===== src/rtl/uart_rx_fifo.sv =====
// uart_rx_fifo: 8N1 serial receiver with an 8-entry receive FIFO.
// Optional build macro UART_RX_MAJORITY_EN: 2-of-3 majority line sampling.
module uart_rx_fifo #(
  parameter int BASIC_FREQ = 1152000,
  parameter int BAUD_RATE  = 9600
) (
  input  logic       CLK,
  input  logic       RESET,
  input  logic       FIFO_FLUSH,
  input  logic       RXD,
  output logic [3:0] RX_FIFO_LEVEL,
  output logic [7:0] RX_FIFO_Q,
  input  logic       RX_FIFO_RD_REQ,
  output logic       RX_FRAMING_ERR,
  output logic       RX_OVERRUN,
  output logic       RX_BUSY
);

  localparam int DIV = BASIC_FREQ / BAUD_RATE;
  localparam int CW  = $clog2(DIV);
  localparam logic [CW-1:0] C_HALF = CW'(DIV / 2 - 1);
  localparam logic [CW-1:0] C_LAST = CW'(DIV - 1);

  if (DIV < 8) begin : g_div_chk
    $error("uart_rx_fifo: BASIC_FREQ/BAUD_RATE must be at least 8");
  end

  typedef enum logic [2:0] {
    S_IDLE, S_START, S_DATA, S_STOP, S_BREAK
  } state_t;

  logic          r_sync1, r_sync2, r_rxs_d1;
  logic          w_rxs, w_smp;
  state_t        r_state, w_state_nxt;
  logic [CW-1:0] r_cnt, w_cnt_nxt;
  logic [2:0]    r_idx, w_idx_nxt;
  logic [7:0]    r_shift, w_shift_nxt;
  logic          w_push, w_ferr;

  logic [7:0]    r_mem [8];
  logic [2:0]    r_wr_ptr, r_rd_ptr;
  logic [3:0]    r_level;
  logic [7:0]    r_q;
  logic          r_ferr, r_ovr;
  logic          w_full, w_rd_ok, w_wr_ok;

  assign w_rxs = r_sync2;

`ifdef UART_RX_MAJORITY_EN
  logic r_rxs_d2;

  // keep one more cycle of line history for the majority vote
  always_ff @(posedge CLK or posedge RESET) begin
    if (RESET) r_rxs_d2 <= 1'b1;
    else       r_rxs_d2 <= r_rxs_d1;
  end

  assign w_smp = (w_rxs & r_rxs_d1) | (w_rxs & r_rxs_d2) |
                 (r_rxs_d1 & r_rxs_d2);
`else
  assign w_smp = w_rxs;
`endif

  // two-flop synchroniser plus one delayed copy for edge detection
  always_ff @(posedge CLK or posedge RESET) begin
    if (RESET) begin
      r_sync1  <= 1'b1;
      r_sync2  <= 1'b1;
      r_rxs_d1 <= 1'b1;
    end else begin
      r_sync1  <= RXD;
      r_sync2  <= r_sync1;
      r_rxs_d1 <= r_sync2;
    end
  end

  // receive FSM state and datapath registers
  always_ff @(posedge CLK or posedge RESET) begin
    if (RESET) begin
      r_state <= S_IDLE;
      r_cnt   <= '0;
      r_idx   <= '0;
      r_shift <= '0;
    end else begin
      r_state <= w_state_nxt;
      r_cnt   <= w_cnt_nxt;
      r_idx   <= w_idx_nxt;
      r_shift <= w_shift_nxt;
    end
  end

  // receive FSM next state, bit timing and frame decisions
  always_comb begin
    w_state_nxt = r_state;
    w_cnt_nxt   = r_cnt + 1'b1;
    w_idx_nxt   = r_idx;
    w_shift_nxt = r_shift;
    w_push      = 1'b0;
    w_ferr      = 1'b0;
    unique case (r_state)
      S_IDLE: begin
        w_cnt_nxt = '0;
        if (!w_rxs && r_rxs_d1) w_state_nxt = S_START;
      end
      S_START: begin
        if (r_cnt == C_HALF) begin
          w_cnt_nxt   = '0;
          w_idx_nxt   = '0;
          w_state_nxt = w_smp ? S_IDLE : S_DATA;
        end
      end
      S_DATA: begin
        if (r_cnt == C_LAST) begin
          w_cnt_nxt          = '0;
          w_shift_nxt[r_idx] = w_smp;
          w_idx_nxt          = r_idx + 3'd1;
          if (r_idx == 3'd7) w_state_nxt = S_STOP;
        end
      end
      S_STOP: begin
        if (r_cnt == C_LAST) begin
          w_cnt_nxt = '0;
          if (w_smp) begin
            w_push      = 1'b1;
            w_state_nxt = S_IDLE;
          end else begin
            w_ferr      = 1'b1;
            w_state_nxt = S_BREAK;
          end
        end
      end
      S_BREAK: begin
        w_cnt_nxt = '0;
        if (w_rxs) w_state_nxt = S_IDLE;
      end
      default: w_state_nxt = S_IDLE;
    endcase
  end

  assign w_full  = (r_level == 4'd8);
  assign w_rd_ok = RX_FIFO_RD_REQ && (r_level != 4'd0);
  assign w_wr_ok = w_push && (!w_full || w_rd_ok);

  // storage array; contents are don't-care until written
  always_ff @(posedge CLK) begin
    if (!FIFO_FLUSH && w_wr_ok) r_mem[r_wr_ptr] <= r_shift;
  end

  // FIFO pointers, level, read data and status pulses
  always_ff @(posedge CLK or posedge RESET) begin
    if (RESET) begin
      r_wr_ptr <= '0;
      r_rd_ptr <= '0;
      r_level  <= '0;
      r_q      <= '0;
      r_ferr   <= 1'b0;
      r_ovr    <= 1'b0;
    end else begin
      r_ferr <= w_ferr;
      r_ovr  <= w_push && w_full && !w_rd_ok && !FIFO_FLUSH;
      if (FIFO_FLUSH) begin
        r_wr_ptr <= '0;
        r_rd_ptr <= '0;
        r_level  <= '0;
      end else begin
        if (w_wr_ok) r_wr_ptr <= r_wr_ptr + 3'd1;
        if (w_rd_ok) begin
          r_rd_ptr <= r_rd_ptr + 3'd1;
          r_q      <= r_mem[r_rd_ptr];
        end
        if (w_wr_ok && !w_rd_ok)      r_level <= r_level + 4'd1;
        else if (!w_wr_ok && w_rd_ok) r_level <= r_level - 4'd1;
      end
    end
  end

  assign RX_FIFO_LEVEL  = r_level;
  assign RX_FIFO_Q      = r_q;
  assign RX_FRAMING_ERR = r_ferr;
  assign RX_OVERRUN     = r_ovr;
  assign RX_BUSY        = (r_state != S_IDLE);

endmodule


===== config.mk =====
export PLATFORM = sky130hd
export DESIGN_NAME = uart_rx_fifo
export DESIGN_NICKNAME = d
export VERILOG_FILES = /design/src/rtl/uart_rx_fifo.sv
export SDC_FILE = /design/constraint.sdc
export NUM_CORES = 1
export LEC_CHECK = 0
export ABC_CLOCK_PERIOD_IN_PS = 2050
export BUFFER_PORTS_ARGS = -buffer_cell sky130_fd_sc_hd__clkbuf_2
export CAP_MARGIN = 30
export CORE_AREA = 2 2 105 107
export CTS_CLUSTER_DIAMETER = 200
export DETAILED_ROUTE_END_ITERATION = 10
export DIE_AREA = 0 0 107 109
export GPL_ROUTABILITY_DRIVEN = 0
export PLACE_DENSITY = 0.74
export SYNTH_ARGS = -nofsm -noshare
export SYNTH_HDL_FRONTEND = slang
export SYNTH_SLANG_ARGS = --single-unit

===== constraint.sdc =====
create_clock -name CLK -period 2.05 [get_ports CLK]
set_input_delay 0.41 -clock CLK [delete_from_list [all_inputs] [get_ports CLK]]
set_output_delay 0.41 -clock CLK [all_outputs]
set_load 0.01 [all_outputs]

; ---- Word level (Yosys, flattened, before mapping)
; Memories as Yosys holds them, arrays and structs flattened. A register that Yosys moved wholly into a read port is not among the register bits.
; Index checks and enable logic that the tools add are counted.
[totals]
register_bits = 36
ram_bits = 64
out_inout_bits = 15
wordCells = 98
memories = 1
[op_classes]
n_addsub = 6
n_lt_le_gt_ge = 2
n_eq_ne = 14
mux = 33
n_bitwise = 1
n_reduce_logical = 29
[mem_list]
columns = memory, depth, word_bits, rd, rd_clocked_by_memory_dff, write_ports, line_no
row1 = r_mem, 8, 8, 1, 1, 1, 40  ; logic [7:0] r_mem [8];
[op_table]
columns = op, n
row1 = 3-bit two-way mux, 13
row2 = 7-bit one-hot mux with 3 select lines, 1
row3 = 3-bit one-hot mux with 5 select lines, 1
row4 = 7-bit two-way mux, 2
row5 = 4-bit two-way mux, 3
row6 = "2-bit != test, second input constant", 6
row7 = 1-bit logical AND, 10
row8 = "3-bit by 1-bit adder with 3-bit output, second input constant", 3
row9 = 1-bit two-way mux, 9
row10 = 8-bit bitwise mux, 1
row11 = "7-bit by 1-bit adder with 7-bit output, second input constant", 1
row12 = "7-bit by 6-bit equality test with 1-bit output, second input constant", 1
row13 = "7-bit equality test, second input constant", 1
row14 = "3-bit by 2-bit equality test with 1-bit output, second input constant", 2
row15 = "3-bit equality test, second input constant", 2
row16 = 3-bit one-hot mux with 2 select lines, 1
row17 = 6-bit AND reduction, 1
row18 = 2-bit nonzero test, 3
row19 = 3-bit nonzero test, 2
row20 = 1-bit logical NOT, 5
row21 = "4-bit by 1-bit adder with 4-bit output, second input constant", 1
row22 = "4-bit equality test, second input constant", 1
row23 = "3-bit by 4-bit < comparator with 1-bit output, second input constant", 1
row24 = 2-bit AND reduction, 2
row25 = other kinds (11), 12

; ---- Depth between registers and ports, before layout
; Gate-level depths: netlist of run 1.
[logic_depth]
ltp_word = 9
depth_mapped = 9

; ---- Worst setup path before layout of run 1
; No wires, ideal clock.
[synth_timing]
kind = register -> register
startpoint = reg r_level[0], in the netlist RX_FIFO_LEVEL[0]
endpoint = reg r_level[3], in the netlist RX_FIFO_LEVEL[3]
setup_time_ps = 145
arrival_time_ps = 2062
required_ps = 1905
setup_slack_ps = -157
stages_incl_launch_ff = 9
n_path_buf = 0
period_less_slack_ps = 2207
cell_sequence = dfrtp_1 > or3_1 > mux2i_1 > nand3_1 > ha_1 > a21o_1 > a21o_1 > o311ai_0 > nand4_1
[synth_via]
elab_chain_cells = 7
elab_cells_between_ends = 16
[synth_lines]
columns = element, line_no
row1 = "start, declared", 42  ; logic [3:0] r_level;
row2 = "start signal, assigned", 171  ; if (w_wr_ok && !w_rd_ok) r_level <= r_level + 4'd1;
row3 = "start signal, assigned", 172  ; else if (!w_wr_ok && w_rd_ok) r_level <= r_level - 4'd1;
row4 = branches (longest 7 deep; another with 4-bit by 1-bit subtractor with 4-bit output), n/a
; Parallel ways; which one is timed is not known. The select of a mux whose other input is x is not followed.
; A chain may end at the register's enable or synchronous reset.

; ---- Worst setup path after layout of run 1
[layout_timing]
startpoint = reg r_level[0], in the netlist RX_FIFO_LEVEL[0]
endpoint = reg r_level[1], in the netlist RX_FIFO_LEVEL[1]
; The elaborated chain is that of the path after synthesis.

==> impl_metrics.xml, run 1 <==
<?xml version="1.0" encoding="UTF-8"?>
<metrics>
  <group name="timing">
    <metric name="hold_viol_final" unit="">0</metric>
    <metric name="finalWorstSetupSlack" unit="ns">-0.08013</metric>
    <metric name="timing.max_slew.rel_slack" unit="%">58.39</metric>
    <metric name="worst_pin_slew" unit="ns">0.6208</metric>
    <metric name="final.min_clock_period" unit="ns">2.130</metric>
    <metric name="timing.final.max_slew_violations" unit="">0</metric>
    <metric name="final_setup_skew" unit="ns">0.01238</metric>
    <metric name="fin_crit_sh" unit="%">103.9</metric>
    <metric name="report.final.setup_viol" unit="">36</metric>
    <metric name="final.setup.tns" unit="ns">-1.040</metric>
    <metric name="achievable-frequency" unit="MHz">469.5</metric>
    <metric name="setup_repair_after_global_routing_missed_its_margin" unit="">true</metric>
  </group>
  <group name="synth">
    <metric name="synth.area.mux_share" unit="%">13.00</metric>
    <metric name="synthArstFlopShare" unit="%">40.74</metric>
    <metric name="number_of_synthesized_flops_with_an_enable_pin" unit="">64</metric>
    <metric name="synthesized_netlist_cell_count" unit="">312</metric>
    <metric name="dominantRegCellSynth" unit="">sky130_fd_sc_hd__edfxtp_1</metric>
    <metric name="yosys.area_share.adder" unit="%">2.306</metric>
    <metric name="synth_top_family_by_area" unit="">multiplexers</metric>
    <metric name="syn_area" unit="µm²">4667</metric>
    <metric name="synth_seq_cells" unit="">108</metric>
    <metric name="synthDominantAreaCellType" unit="">sky130_fd_sc_hd__edfxtp_1</metric>
    <metric name="post_synth_and_or_nand_nor_area_fraction" unit="%">11.96</metric>
    <metric name="synth_xor_area_share" unit="%">1.689</metric>
    <metric name="synth_top_area_share" unit="%">41.18</metric>
    <metric name="synthesis.area_per_instance" unit="µm²">14.96</metric>
    <metric name="synth_top_cells_by_area" unit="">sky130_fd_sc_hd__edfxtp_1 41%, sky130_fd_sc_hd__dfrtp_1 22%, sky130_fd_sc_hd__mux4_2 7.7%, sky130_fd_sc_hd__mux2i_1 2.1%, sky130_fd_sc_hd__mux2_1 1.9%</metric>
    <metric name="netlist-cell-type-count" unit="">53</metric>
    <metric name="ys_seq_area_share" unit="%">64.85</metric>
    <metric name="synth-compound-area-share" unit="%">4.102</metric>
    <metric name="synth_fp_nets" unit="">325</metric>
    <metric name="ys_warn_count" unit="">0</metric>
  </group>
  <group name="die">
    <metric name="starting_density" unit="%">44.02</metric>
    <metric name="rows" unit="">38</metric>
    <metric name="floorplan.die.height" unit="µm">109</metric>
    <metric name="design.portCount" unit="">20</metric>
    <metric name="core-area" unit="µm²">10600</metric>
    <metric name="dieArea" unit="µm²">11660</metric>
    <metric name="die_width" unit="µm">107</metric>
  </group>
  <group name="status">
    <metric name="violated_checks" unit="">setup timing</metric>
    <metric name="outcome" unit="">finished, violations left</metric>
  </group>
  <group name="grt">
    <metric name="grt_overflow_total" unit="">0</metric>
    <metric name="antenna_found_initial" unit="">0</metric>
    <metric name="first_global_vias" unit="">2710</metric>
    <metric name="grt_start_max_net_pins" unit="">26</metric>
    <metric name="globalRouteTotalUtil" unit="%">15.04</metric>
    <metric name="global_route_wire_length_before_repair" unit="µm">13290</metric>
  </group>
  <group name="routing">
    <metric name="routed_wirelength" unit="µm">8447</metric>
    <metric name="initial_drc_count" unit="">187</metric>
    <metric name="drt_first_pass_iters" unit="">4</metric>
    <metric name="remaining_drc_errors" unit="">0</metric>
    <metric name="post_dr_wirelength_cell" unit="µm">16.43</metric>
    <metric name="num_vias" unit="">2691</metric>
    <metric name="antenna_left" unit="">0</metric>
    <metric name="vias_per_cell" unit="">5.235</metric>
  </group>
  <group name="final_layout">
    <metric name="register_area" unit="µm²">3028</metric>
    <metric name="most_common_cell_after_layout_fill_and_taps_aside" unit="">sky130_fd_sc_hd__edfxtp_1</metric>
    <metric name="final_nets" unit="">382</metric>
    <metric name="layout_common_cells" unit="">64 x sky130_fd_sc_hd__edfxtp_1, 40 x sky130_fd_sc_hd__dfrtp_1, 36 x sky130_fd_sc_hd__buf_4, 19 x sky130_fd_sc_hd__clkbuf_2, 18 x sky130_fd_sc_hd__nand2_1</metric>
    <metric name="post_layout_nonfiller_instances" unit="">514</metric>
    <metric name="antenna_cells" unit="">0</metric>
    <metric name="multiInputGateArea" unit="µm²">1748</metric>
    <metric name="layout-area-overhead-vs-synth" unit="%">20.32</metric>
    <metric name="count_of_fill_cells_added_during_filler_insertion" unit="">843</metric>
    <metric name="drive_gt1_share" unit="%">36.63</metric>
  </group>
  <group name="pwr">
    <metric name="clkPwrFrac" unit="%">23.6</metric>
    <metric name="p_int" unit="W">0.004001</metric>
    <metric name="power_density" unit="nW/µm²">1019</metric>
    <metric name="power.sequential.fraction" unit="%">45.4</metric>
    <metric name="p_sw" unit="W">0.001720</metric>
    <metric name="power_switching_share" unit="%">30.07</metric>
    <metric name="leakage" unit="nW">2.095</metric>
    <metric name="worst_ir_drop_vdd" unit="mV">0.6688</metric>
    <metric name="power.combinational.fraction" unit="%">31.0</metric>
  </group>
  <group name="clocking">
    <metric name="max-clock-path-buffers" unit="">2</metric>
    <metric name="cts_tree" unit="">yes</metric>
    <metric name="clkLatencyLatePin" unit="ns">0.37</metric>
    <metric name="clkSlewWorstSetupHoldPaths" unit="ns">0.10</metric>
    <metric name="ctsRootBufferMaster" unit="">sky130_fd_sc_hd__clkbuf_8</metric>
    <metric name="clkSinkCount" unit="">108</metric>
    <metric name="number_of_cts_inserted_buffers" unit="">9</metric>
    <metric name="htreeDepth" unit="">3</metric>
  </group>
  <group name="placement">
    <metric name="portBuffers" unit="">19</metric>
    <metric name="placed_cells" unit="">490</metric>
    <metric name="post-place-ws" unit="ns">-0.1445</metric>
    <metric name="hpwl_detailed" unit="µm">5963</metric>
  </group>
  <group name="worst_hold_path">
    <metric name="hold_path_class" unit="">in2async</metric>
  </group>
  <group name="worst_setup_path">
    <metric name="required" unit="ns">2.31</metric>
    <metric name="crit_type" unit="">reg2reg</metric>
    <metric name="setup.worst_path.end_class" unit="">flip-flop</metric>
    <metric name="rr_worst_depth" unit="">7</metric>
    <metric name="crit_path_start_kind" unit="">flip-flop</metric>
    <metric name="critical_path_arrival" unit="ns">2.39</metric>
    <metric name="critical_path_peak_fanout" unit="">3</metric>
  </group>
  <group name="flow_run">
    <metric name="drv.max_cap_violation_count" unit="">0</metric>
  </group>
</metrics>
==> stage by stage <==
step	area, µm²	hold WS (ns)	util, %	total power (W)
floorplan	4693	0.3452	-	0.003640
global placement	5154	0.3576	48.61	0.004194
detailed placement	5154	0.3560	48.61	0.004270
CTS	5440	0.02943	51.31	0.005688
global route	5615	0.06733	52.96	0.006049
finish	5615	0.02527	52.96	0.005722
==> cells by family after synthesis <==
logic type      Yosys count
compound gates           30
flops                   108
buf+inv                  19
mux                      39
simple gates             99
xor+xnor                  9
fa+ha+maj                 8
==> final timing paths <==
| kind | start | slack (ns) | end |
|---|---|---|---|
| max in group asynchronous | RESET | 1.47 | r_rxs_d1$_DFF_PP1_ |
| min | RESET | 0.03 | RX_OVERRUN$_DFF_PP0_ |
| min in group CLK | RXD | 0.12 | r_sync1$_DFF_PP1_ |
| min reg2reg | r_sync1$_DFF_PP1_ | 0.37 | r_sync2$_DFF_PP1_ |
| max reg2reg | RX_FIFO_LEVEL[0]$_DFFE_PP0P_ | -0.08 | RX_FIFO_LEVEL[1]$_DFFE_PP0P_ |
| max | RX_FIFO_LEVEL[0]$_DFFE_PP0P_ | -0.08 | RX_FIFO_LEVEL[1]$_DFFE_PP0P_ |
==> critical path, cell delays in order (launching register included) <==
cell	delay, ns
sky130_fd_sc_hd__dfrtp_2	0.41
sky130_fd_sc_hd__or3_4	0.42
sky130_fd_sc_hd__mux2i_4	0.21
sky130_fd_sc_hd__nand3_4	0.12
sky130_fd_sc_hd__inv_2	0.05
sky130_fd_sc_hd__fa_2	0.51
sky130_fd_sc_hd__nor2_1	0.04
sky130_fd_sc_hd__mux2_4	0.26
==> layer usage <==
layer  vias to the layer above  wire length (µm)  track usage (%)
met5                         -                 0                0
met4                         0                97            5.009
met3                         7               227            4.005
met2                        33              4558            26.11
met1                      1347              3564            18.34
li1                       1304                 -                -
==> registers in the layout, summed over array words and instances (netlist names) <==
name,count
RX_FIFO_LEVEL,4
RX_FIFO_Q,8
RX_FRAMING_ERR,1
RX_OVERRUN,1
r_cnt,7
r_idx,3
r_mem,64
r_rd_ptr,3
r_rxs_d1,1
r_shift,8
r_state,3
r_sync1,1
r_sync2,1
r_wr_ptr,3
==> cell type report <==
class                   count  area share [%]
clock buffers              10           2.451
clock inverters             6           1.404
inverters                   6          0.4011
multi-input cells         186           31.13
flip-flops and latches    108           53.92
well taps                 140           3.119
repair buffers             58           7.576
==> Yosys cell counts (2+ instances only) <==
cell / count
sky130_fd_sc_hd__a21o_1: 3
sky130_fd_sc_hd__a21oi_1: 6
sky130_fd_sc_hd__a22o_1: 2
sky130_fd_sc_hd__buf_2: 3
sky130_fd_sc_hd__clkbuf_1: 6
sky130_fd_sc_hd__dfrtp_1: 41
sky130_fd_sc_hd__dfstp_2: 3
sky130_fd_sc_hd__edfxtp_1: 64
sky130_fd_sc_hd__ha_1: 7
sky130_fd_sc_hd__inv_1: 6
sky130_fd_sc_hd__mux2_1: 8
sky130_fd_sc_hd__mux2_2: 5
sky130_fd_sc_hd__mux2i_1: 10
sky130_fd_sc_hd__mux4_2: 16
sky130_fd_sc_hd__nand2_1: 18
sky130_fd_sc_hd__nand2b_1: 3
sky130_fd_sc_hd__nand3_1: 8
sky130_fd_sc_hd__nand4_1: 6
sky130_fd_sc_hd__nand4b_1: 2
sky130_fd_sc_hd__nor2_1: 24
sky130_fd_sc_hd__nor2b_1: 5
sky130_fd_sc_hd__nor3_1: 10
sky130_fd_sc_hd__nor3b_1: 2
sky130_fd_sc_hd__nor4_1: 2
sky130_fd_sc_hd__nor4_2: 2
sky130_fd_sc_hd__nor4b_2: 2
sky130_fd_sc_hd__o21ai_0: 12
sky130_fd_sc_hd__or3_1: 4
sky130_fd_sc_hd__xnor2_1: 4
sky130_fd_sc_hd__xor2_1: 5
==> what timing repair did <==
item | in CTS | in global routing
setup endpoints to repair | 76 | 69
gates cloned | 0 | 1
buffers inserted | 4 | 4
hold buffers | 0 | 0
gates resized for setup | 11 | 22
pin swaps | 2 | 7
==> power groups by stage <==
stage | Clock, W | Combinational [W] | Sequential (W)
2_1_floorplan | 0 | 0.000901 | 0.00274
3_3_place_gp | 0 | 0.00156 | 0.00263
3_5_place_dp | 0 | 0.00162 | 0.00265
4_1_cts | 0.00140 | 0.00169 | 0.00260
5_1_grt | 0.00148 | 0.00195 | 0.00262
6_report | 0.00135 | 0.00177 | 0.00260
No activity file was read; power rests on OpenSTA's default activity.
==> run 2, diff against run 1 <==
--- a/config.mk
+++ b/config.mk
@@ -9,11 +9,13 @@
 export BUFFER_PORTS_ARGS = -buffer_cell sky130_fd_sc_hd__clkbuf_2
 export CAP_MARGIN = 30
 export CORE_AREA = 2 2 105 107
+export CTS_BUF_LIST = sky130_fd_sc_hd__clkbuf_8
 export CTS_CLUSTER_DIAMETER = 200
 export DETAILED_ROUTE_END_ITERATION = 10
 export DIE_AREA = 0 0 107 109
 export GPL_ROUTABILITY_DRIVEN = 0
-export PLACE_DENSITY = 0.74
+export PLACE_DENSITY_LB_ADDON = 0.12
+export SLEW_MARGIN = 20
 export SYNTH_ARGS = -nofsm -noshare
 export SYNTH_HDL_FRONTEND = slang
 export SYNTH_SLANG_ARGS = --single-unit
==> run 2 against run 1 <==
Net effect:
- the flow still finishes with violations (setup timing)
- via count up 1.4%
- non-clock buffer count is 2 higher
- worst setup slack lost 0.019 ns
- clock power about the same
- first-iteration DRC count shrank 42%
- final area up 1.0%
- global-route usage rose by 0.79 points
- fmax down 0.90%
- cell count is 0.39% higher
- sequential power about the same
- register-to-register slack lost 0.02 ns
- critical path depth unchanged
- critical path type unchanged
- largest cell class unchanged
- largest power group unchanged
- highest routed layer unchanged
==> impl_metrics.xml, run 2 (synthesis gave the netlist of run 1 again) <==
<?xml version="1.0" encoding="UTF-8"?>
<metrics>
  <group name="routing">
    <metric name="post_dr_wirelength_cell" unit="µm">16.97</metric>
    <metric name="antenna_left" unit="">0</metric>
    <metric name="routed_wirelength" unit="µm">8758</metric>
    <metric name="drt_first_pass_iters" unit="">4</metric>
    <metric name="remaining_drc_errors" unit="">0</metric>
    <metric name="initial_drc_count" unit="">108</metric>
    <metric name="num_vias" unit="">2728</metric>
    <metric name="vias_per_cell" unit="">5.287</metric>
  </group>
  <group name="die">
    <metric name="starting_density" unit="%">44.02</metric>
    <metric name="core-area" unit="µm²">10600</metric>
    <metric name="rows" unit="">38</metric>
    <metric name="die_width" unit="µm">107</metric>
    <metric name="floorplan.die.height" unit="µm">109</metric>
    <metric name="dieArea" unit="µm²">11660</metric>
    <metric name="design.portCount" unit="">20</metric>
  </group>
  <group name="pwr">
    <metric name="power_density" unit="nW/µm²">1004</metric>
    <metric name="leakage" unit="nW">2.106</metric>
    <metric name="worst_ir_drop_vdd" unit="mV">0.5670</metric>
  </group>
  <group name="final_layout">
    <metric name="largest_register_ff_count" unit="">64</metric>
    <metric name="layout_common_cells" unit="">64 x sky130_fd_sc_hd__edfxtp_1, 40 x sky130_fd_sc_hd__dfrtp_1, 34 x sky130_fd_sc_hd__buf_4, 19 x sky130_fd_sc_hd__clkbuf_2, 18 x sky130_fd_sc_hd__nand2_1</metric>
    <metric name="layout-area-overhead-vs-synth" unit="%">21.55</metric>
    <metric name="drive_gt1_share" unit="%">36.17</metric>
    <metric name="most_common_cell_after_layout_fill_and_taps_aside" unit="">sky130_fd_sc_hd__edfxtp_1</metric>
    <metric name="largest_register" unit="">r_mem</metric>
    <metric name="count_of_fill_cells_added_during_filler_insertion" unit="">858</metric>
    <metric name="final_nets" unit="">384</metric>
    <metric name="antenna_cells" unit="">0</metric>
  </group>
  <group name="timing">
    <metric name="fin_crit_sh" unit="%">104.8</metric>
    <metric name="hold_viol_final" unit="">0</metric>
    <metric name="worst_pin_slew" unit="ns">0.5286</metric>
    <metric name="final_setup_skew" unit="ns">0.01980</metric>
    <metric name="final.setup.tns" unit="ns">-0.8559</metric>
    <metric name="timing.final.max_slew_violations" unit="">0</metric>
    <metric name="achievable-frequency" unit="MHz">465.3</metric>
    <metric name="final.min_clock_period" unit="ns">2.149</metric>
    <metric name="finalWorstSetupSlack" unit="ns">-0.09937</metric>
    <metric name="setup_repair_after_global_routing_missed_its_margin" unit="">true</metric>
    <metric name="timing.max_slew.rel_slack" unit="%">64.68</metric>
    <metric name="report.final.setup_viol" unit="">11</metric>
  </group>
  <group name="clocking">
    <metric name="ctsRootBufferMaster" unit="">sky130_fd_sc_hd__clkbuf_8</metric>
    <metric name="htreeDepth" unit="">3</metric>
    <metric name="max-clock-path-buffers" unit="">2</metric>
    <metric name="cts_tree" unit="">yes</metric>
    <metric name="clkLatencyLatePin" unit="ns">0.38</metric>
    <metric name="cts.hold.buffers_added" unit="">0</metric>
    <metric name="clkSinkCount" unit="">108</metric>
    <metric name="clkSlewWorstSetupHoldPaths" unit="ns">0.12</metric>
    <metric name="number_of_cts_inserted_buffers" unit="">9</metric>
  </group>
  <group name="worst_setup_path">
    <metric name="crit_path_start_kind" unit="">flip-flop</metric>
    <metric name="crit_slowest_cell" unit="">sky130_fd_sc_hd__or3_4</metric>
    <metric name="setup.worst_path.end_class" unit="">flip-flop</metric>
    <metric name="critical_path_peak_fanout" unit="">8</metric>
    <metric name="critical_path_arrival" unit="ns">2.30</metric>
    <metric name="required" unit="ns">2.20</metric>
    <metric name="path_cells" unit="">or3_4 &gt; buf_6 &gt; or3b_4 &gt; nand4b_1 &gt; buf_4 &gt; nor3_4 &gt; buf_12</metric>
    <metric name="crit_path_max_incr_delay" unit="ns">0.42</metric>
    <metric name="rr_worst_depth" unit="">7</metric>
    <metric name="crit_type" unit="">reg2reg</metric>
  </group>
  <group name="status">
    <metric name="violated_checks" unit="">setup timing</metric>
    <metric name="outcome" unit="">finished, violations left</metric>
  </group>
  <group name="grt">
    <metric name="global_route_wire_length_before_repair" unit="µm">13970</metric>
    <metric name="antenna_found_initial" unit="">0</metric>
    <metric name="grt_start_max_net_pins" unit="">26</metric>
    <metric name="globalRouteTotalUtil" unit="%">15.83</metric>
    <metric name="first_global_vias" unit="">2720</metric>
    <metric name="grt_overflow_total" unit="">0</metric>
  </group>
  <group name="placement">
    <metric name="post-place-ws" unit="ns">-0.1867</metric>
    <metric name="portBuffers" unit="">19</metric>
    <metric name="hpwl_detailed" unit="µm">6025</metric>
  </group>
  <group name="worst_hold_path">
    <metric name="hold_path_class" unit="">in2async</metric>
  </group>
  <group name="flow_run">
    <metric name="drv.max_cap_violation_count" unit="">0</metric>
  </group>
</metrics>
==> run 2: changes by cell type in the layout (fill, tap and decap cells not counted), sizes merged <==
cell | previous run | this run
buf | 39 | 41
bufinv | 1 | 0
clkbuf | 29 | 28
clkinv | 2 | 3
inv | 9 | 10
==> run 2: final timing paths <==
check | end | startpoint | slack, ns
min reg2reg | r_sync2$_DFF_PP1_ | r_sync1$_DFF_PP1_ | 0.36
max reg2reg | r_mem[0][2]$_DFFE_PP_ | RX_FIFO_LEVEL[2]$_DFFE_PP0P_ | -0.1
max in group asynchronous | r_rxs_d1$_DFF_PP1_ | RESET | 1.44
min in group CLK | r_sync1$_DFF_PP1_ | RXD | 0.12
max | r_mem[0][2]$_DFFE_PP_ | RX_FIFO_LEVEL[2]$_DFFE_PP0P_ | -0.1
min | RX_FIFO_LEVEL[3]$_DFFE_PP0P_ | RESET | 0.02
==> run 2: layout make-up <==
| class | instances | area, µm² | share of cell area (%) |
|---|---|---|---|
| Sequential cell | 108 | 3028 | 53.37 |
| Inverter | 6 | 22.52 | 0.3970 |
| Clock inverter | 7 | 88.84 | 1.566 |
| Timing Repair Buffer | 60 | 473.0 | 8.337 |
| Multi-Input combinational cell | 186 | 1762 | 31.05 |
| Clock buffer | 9 | 123.9 | 2.184 |
| Tap cell | 140 | 175.2 | 3.088 |
==> run 2: metrics by stage <==
stage               util, %  area [µm²]  hold slack [ns]  total power, W  cells
floorplan                 -        4693           0.3452        0.003640    312
global placement      48.89        5184           0.3590        0.004256    494
detailed placement    48.89        5184           0.3509        0.004295    494
CTS                   51.82        5494          0.02745        0.005667    513
global route          53.50        5673          0.04694        0.006015    516
finish                53.50        5673          0.01829        0.005695    516
==> run 2: layer usage <==
layer / vias to the layer above / GRT usage [%] / wire [µm]
met2: 35 / 25.66 / 4314
li1: 1309 / - / -
met3: 6 / 3.108 / 203
met1: 1378 / 21.69 / 4149
met4: 0 / 5.195 / 90
met5: - / 0 / 0
==> run 2: critical path, delay by kind of cell, from the launching register on <==
family | cells | cell delay, ns
buffers and inverters | 3 | 0.46
and+or+nand+nor | 4 | 1.05
DFF | 1 | 0.40
==> run 2: repair_timing <==
| action | CTS | global route |
|---|---|---|
| gates resized for setup | 16 | 20 |
| pin swaps | 4 | 7 |
| gates cloned | 0 | 1 |
| hold endpoints to repair | 0 | 0 |
| buffers inserted | 3 | 3 |
| setup endpoints to repair | 75 | 76 |
==> run 2: where the power goes <==
part           internal (W)  switching [W]  total, W
combinational      0.000905       0.000869   0.00177
clock              0.000499       0.000828   0.00133
sequential          0.00249       0.000108   0.00259
==> run 3, diff against run 2 <==
--- a/config.mk
+++ b/config.mk
@@ -15,6 +15,7 @@
 export DIE_AREA = 0 0 107 109
 export GPL_ROUTABILITY_DRIVEN = 0
 export PLACE_DENSITY_LB_ADDON = 0.12
+export SKIP_LAST_GASP = 1
 export SLEW_MARGIN = 20
 export SYNTH_ARGS = -nofsm -noshare
 export SYNTH_HDL_FRONTEND = slang
==> run 3 against run 2 <==
Net effect:
- die area unchanged
- routed wire length up 0.13%
- combinational power about the same
- sequential power about the same
- largest cell class unchanged
- core utilization down 0.071 points
- first-iteration DRC count down 16%
- total power down 0.47%
- the run still ends with setup timing left
- global-route usage unchanged
- non-clock buffer count unchanged
- flip-flop and latch count unchanged
==> impl_metrics.xml, run 3 (synthesis gave the netlist of run 1 again) <==
<?xml version="1.0" encoding="UTF-8"?>
<metrics>
  <group name="status">
    <metric name="outcome" unit="">finished, violations left</metric>
    <metric name="violated_checks" unit="">setup timing</metric>
  </group>
  <group name="clocking">
    <metric name="cts.hold.buffers_added" unit="">0</metric>
    <metric name="max-clock-path-buffers" unit="">2</metric>
    <metric name="ctsRootBufferMaster" unit="">sky130_fd_sc_hd__clkbuf_8</metric>
    <metric name="clkLatencyLatePin" unit="ns">0.38</metric>
    <metric name="cts_tree" unit="">yes</metric>
    <metric name="number_of_cts_inserted_buffers" unit="">9</metric>
    <metric name="clkSinkCount" unit="">108</metric>
    <metric name="clkSlewWorstSetupHoldPaths" unit="ns">0.12</metric>
    <metric name="htreeDepth" unit="">3</metric>
  </group>
  <group name="final_layout">
    <metric name="count_of_fill_cells_added_during_filler_insertion" unit="">865</metric>
    <metric name="largest_register" unit="">r_mem</metric>
    <metric name="final_core_util" unit="%">53.43</metric>
    <metric name="register_area" unit="µm²">3028</metric>
    <metric name="most_common_cell_after_layout_fill_and_taps_aside" unit="">sky130_fd_sc_hd__edfxtp_1</metric>
    <metric name="drive_gt1_share" unit="%">35.90</metric>
    <metric name="largest_register_ff_count" unit="">64</metric>
    <metric name="layout_common_cells" unit="">64 x sky130_fd_sc_hd__edfxtp_1, 40 x sky130_fd_sc_hd__dfrtp_1, 35 x sky130_fd_sc_hd__buf_4, 19 x sky130_fd_sc_hd__clkbuf_2, 18 x sky130_fd_sc_hd__nand2_1</metric>
    <metric name="final_nets" unit="">384</metric>
    <metric name="multiInputGateArea" unit="µm²">1758</metric>
    <metric name="layout-area-overhead-vs-synth" unit="%">21.39</metric>
    <metric name="antenna_cells" unit="">0</metric>
  </group>
  <group name="pwr">
    <metric name="worst_ir_drop_vdd" unit="mV">0.5655</metric>
    <metric name="leakage" unit="nW">2.102</metric>
    <metric name="power_density" unit="nW/µm²">1000</metric>
  </group>
  <group name="worst_setup_path">
    <metric name="cell_repeated_most_along_the_worst_path" unit="">sky130_fd_sc_hd__buf_4</metric>
    <metric name="path_cells" unit="">or3_4 &gt; buf_4 &gt; or3b_4 &gt; nand4b_1 &gt; buf_4 &gt; nor3_4 &gt; buf_12</metric>
    <metric name="critPathTopFamily" unit="">simple AND/OR/NAND/NOR gates</metric>
    <metric name="crit_slowest_cell" unit="">sky130_fd_sc_hd__or3_4</metric>
    <metric name="setup.worst_path.end_class" unit="">flip-flop</metric>
    <metric name="r2r-start" unit="">RX_FIFO_LEVEL[2]$_DFFE_PP0P_</metric>
    <metric name="cp.buffers_inverters" unit="">3</metric>
    <metric name="crit_path_max_incr_delay" unit="ns">0.42</metric>
    <metric name="timing.critical_path.to" unit="">r_mem[0][2]$_DFFE_PP_</metric>
    <metric name="reg2reg_to" unit="">r_mem[0][2]$_DFFE_PP_</metric>
    <metric name="r2r_setup_slack" unit="ns">-0.12</metric>
    <metric name="setup.worst_path.start" unit="">RX_FIFO_LEVEL[2]$_DFFE_PP0P_</metric>
    <metric name="crit_path_start_kind" unit="">flip-flop</metric>
    <metric name="required" unit="ns">2.20</metric>
    <metric name="crit_type" unit="">reg2reg</metric>
    <metric name="critical_path_peak_fanout" unit="">8</metric>
    <metric name="critical_path_arrival" unit="ns">2.31</metric>
    <metric name="path_depth" unit="">7</metric>
    <metric name="rr_worst_depth" unit="">7</metric>
  </group>
  <group name="routing">
    <metric name="antenna_left" unit="">0</metric>
    <metric name="vias_per_cell" unit="">5.295</metric>
    <metric name="num_vias" unit="">2732</metric>
    <metric name="drt_first_pass_iters" unit="">4</metric>
    <metric name="post_dr_wirelength_cell" unit="µm">16.99</metric>
    <metric name="remaining_drc_errors" unit="">0</metric>
    <metric name="initial_drc_count" unit="">91</metric>
    <metric name="routed_wirelength" unit="µm">8769</metric>
  </group>
  <group name="grt">
    <metric name="grtUsageMet1" unit="%">21.69</metric>
    <metric name="grt_overflow_total" unit="">0</metric>
    <metric name="globalRouteTotalUtil" unit="%">15.83</metric>
    <metric name="globalRouteMet2Util" unit="%">25.66</metric>
    <metric name="grt_busiest_layer" unit="">met2</metric>
    <metric name="global_route_wire_length_before_repair" unit="µm">13970</metric>
    <metric name="groute.layer.met3.usage" unit="%">3.108</metric>
    <metric name="grt_start_max_net_pins" unit="">26</metric>
    <metric name="antenna_found_initial" unit="">0</metric>
    <metric name="first_global_vias" unit="">2718</metric>
  </group>
  <group name="die">
    <metric name="floorplan.die.height" unit="µm">109</metric>
    <metric name="starting_density" unit="%">44.02</metric>
    <metric name="die_width" unit="µm">107</metric>
    <metric name="core-area" unit="µm²">10600</metric>
    <metric name="rows" unit="">38</metric>
    <metric name="design.portCount" unit="">20</metric>
    <metric name="dieArea" unit="µm²">11660</metric>
  </group>
  <group name="placement">
    <metric name="hpwl_detailed" unit="µm">6025</metric>
    <metric name="portBuffers" unit="">19</metric>
  </group>
  <group name="timing">
    <metric name="worst_pin_slew" unit="ns">0.5286</metric>
    <metric name="final.setup.tns" unit="ns">-1.019</metric>
    <metric name="fin_crit_sh" unit="%">105.7</metric>
    <metric name="report.final.setup_viol" unit="">13</metric>
    <metric name="setup_repair_after_global_routing_missed_its_margin" unit="">true</metric>
    <metric name="hold_viol_final" unit="">0</metric>
    <metric name="final_setup_skew" unit="ns">0.01843</metric>
    <metric name="final.min_clock_period" unit="ns">2.166</metric>
    <metric name="achievable-frequency" unit="MHz">461.7</metric>
    <metric name="timing.max_slew.rel_slack" unit="%">64.68</metric>
    <metric name="finalWorstSetupSlack" unit="ns">-0.1161</metric>
    <metric name="timing.final.max_slew_violations" unit="">0</metric>
  </group>
  <group name="worst_hold_path">
    <metric name="hold_path_class" unit="">in2async</metric>
  </group>
  <group name="flow_run">
    <metric name="drv.max_cap_violation_count" unit="">0</metric>
  </group>
</metrics>
run 3: cell counts in the layout (fill, tap and decap cells not counted):
No cell type changed its count.
run 3: layer usage:
metal | part of all wire, % | vias up
met5 | 0 | -
met4 | 1.0 | 0
met3 | 2.5 | 6
met2 | 49 | 41
met1 | 47 | 1377
li1 | - | 1308
run 3: power breakdown:
part / internal [W] / leakage, nW / switching (W)
logic: 0.000887 / 0.828 / 0.000863
registers: 0.00249 / 1.17 / 0.000108
clock network: 0.000499 / 0.107 / 0.000826
run 3: cell type report:
type,count,area share (%)
Sequential cell,108,53.45
Clock buffer,9,2.186
Tap cell,140,3.092
Timing Repair Buffer,60,8.282
Multi-Input combinational cell,186,31.03
Inverter,6,0.3975
Clock inverter,7,1.568
run 3: worst min-delay path by stage:
stage                 startpoint                           end  slack [ns]  cells past startpoint
6_report                   RESET  RX_FIFO_LEVEL[3]$_DFFE_PP0P_        0.02                      2
5_1_grt                    RESET      RX_FIFO_Q[1]$_DFFE_PP0P_        0.05                      2
4_1_cts                    RESET          RX_OVERRUN$_DFF_PP0_        0.03                      2
3_5_place_dp   r_sync1$_DFF_PP1_             r_sync2$_DFF_PP1_        0.35                      0
3_3_place_gp   r_sync1$_DFF_PP1_             r_sync2$_DFF_PP1_        0.36                      0
2_1_floorplan  r_sync1$_DFF_PP1_             r_sync2$_DFF_PP1_        0.35                      0
run 3: metrics by stage:
stage	total power [W]	worst slack, ns	hold slack, ns	std cells	instance area (µm²)
after CTS	0.005667	-0.1115	0.02745	513	5489
after global placement	0.004256	-0.1743	0.3590	494	5184
final	0.005668	-0.1161	0.01857	516	5665
after global routing	0.005989	-0.1721	0.04694	516	5665
after floorplan	0.003640	-0.07529	0.3452	312	4693
after detailed placement	0.004295	-0.1867	0.3509	494	5184
run 3: timing repair:
item	4_1_cts	5_1_grt
buffers inserted	3	3
gates cloned	0	1
endpoints found under the setup margin	75	76
resized for setup	15	19
pin swaps	2	6
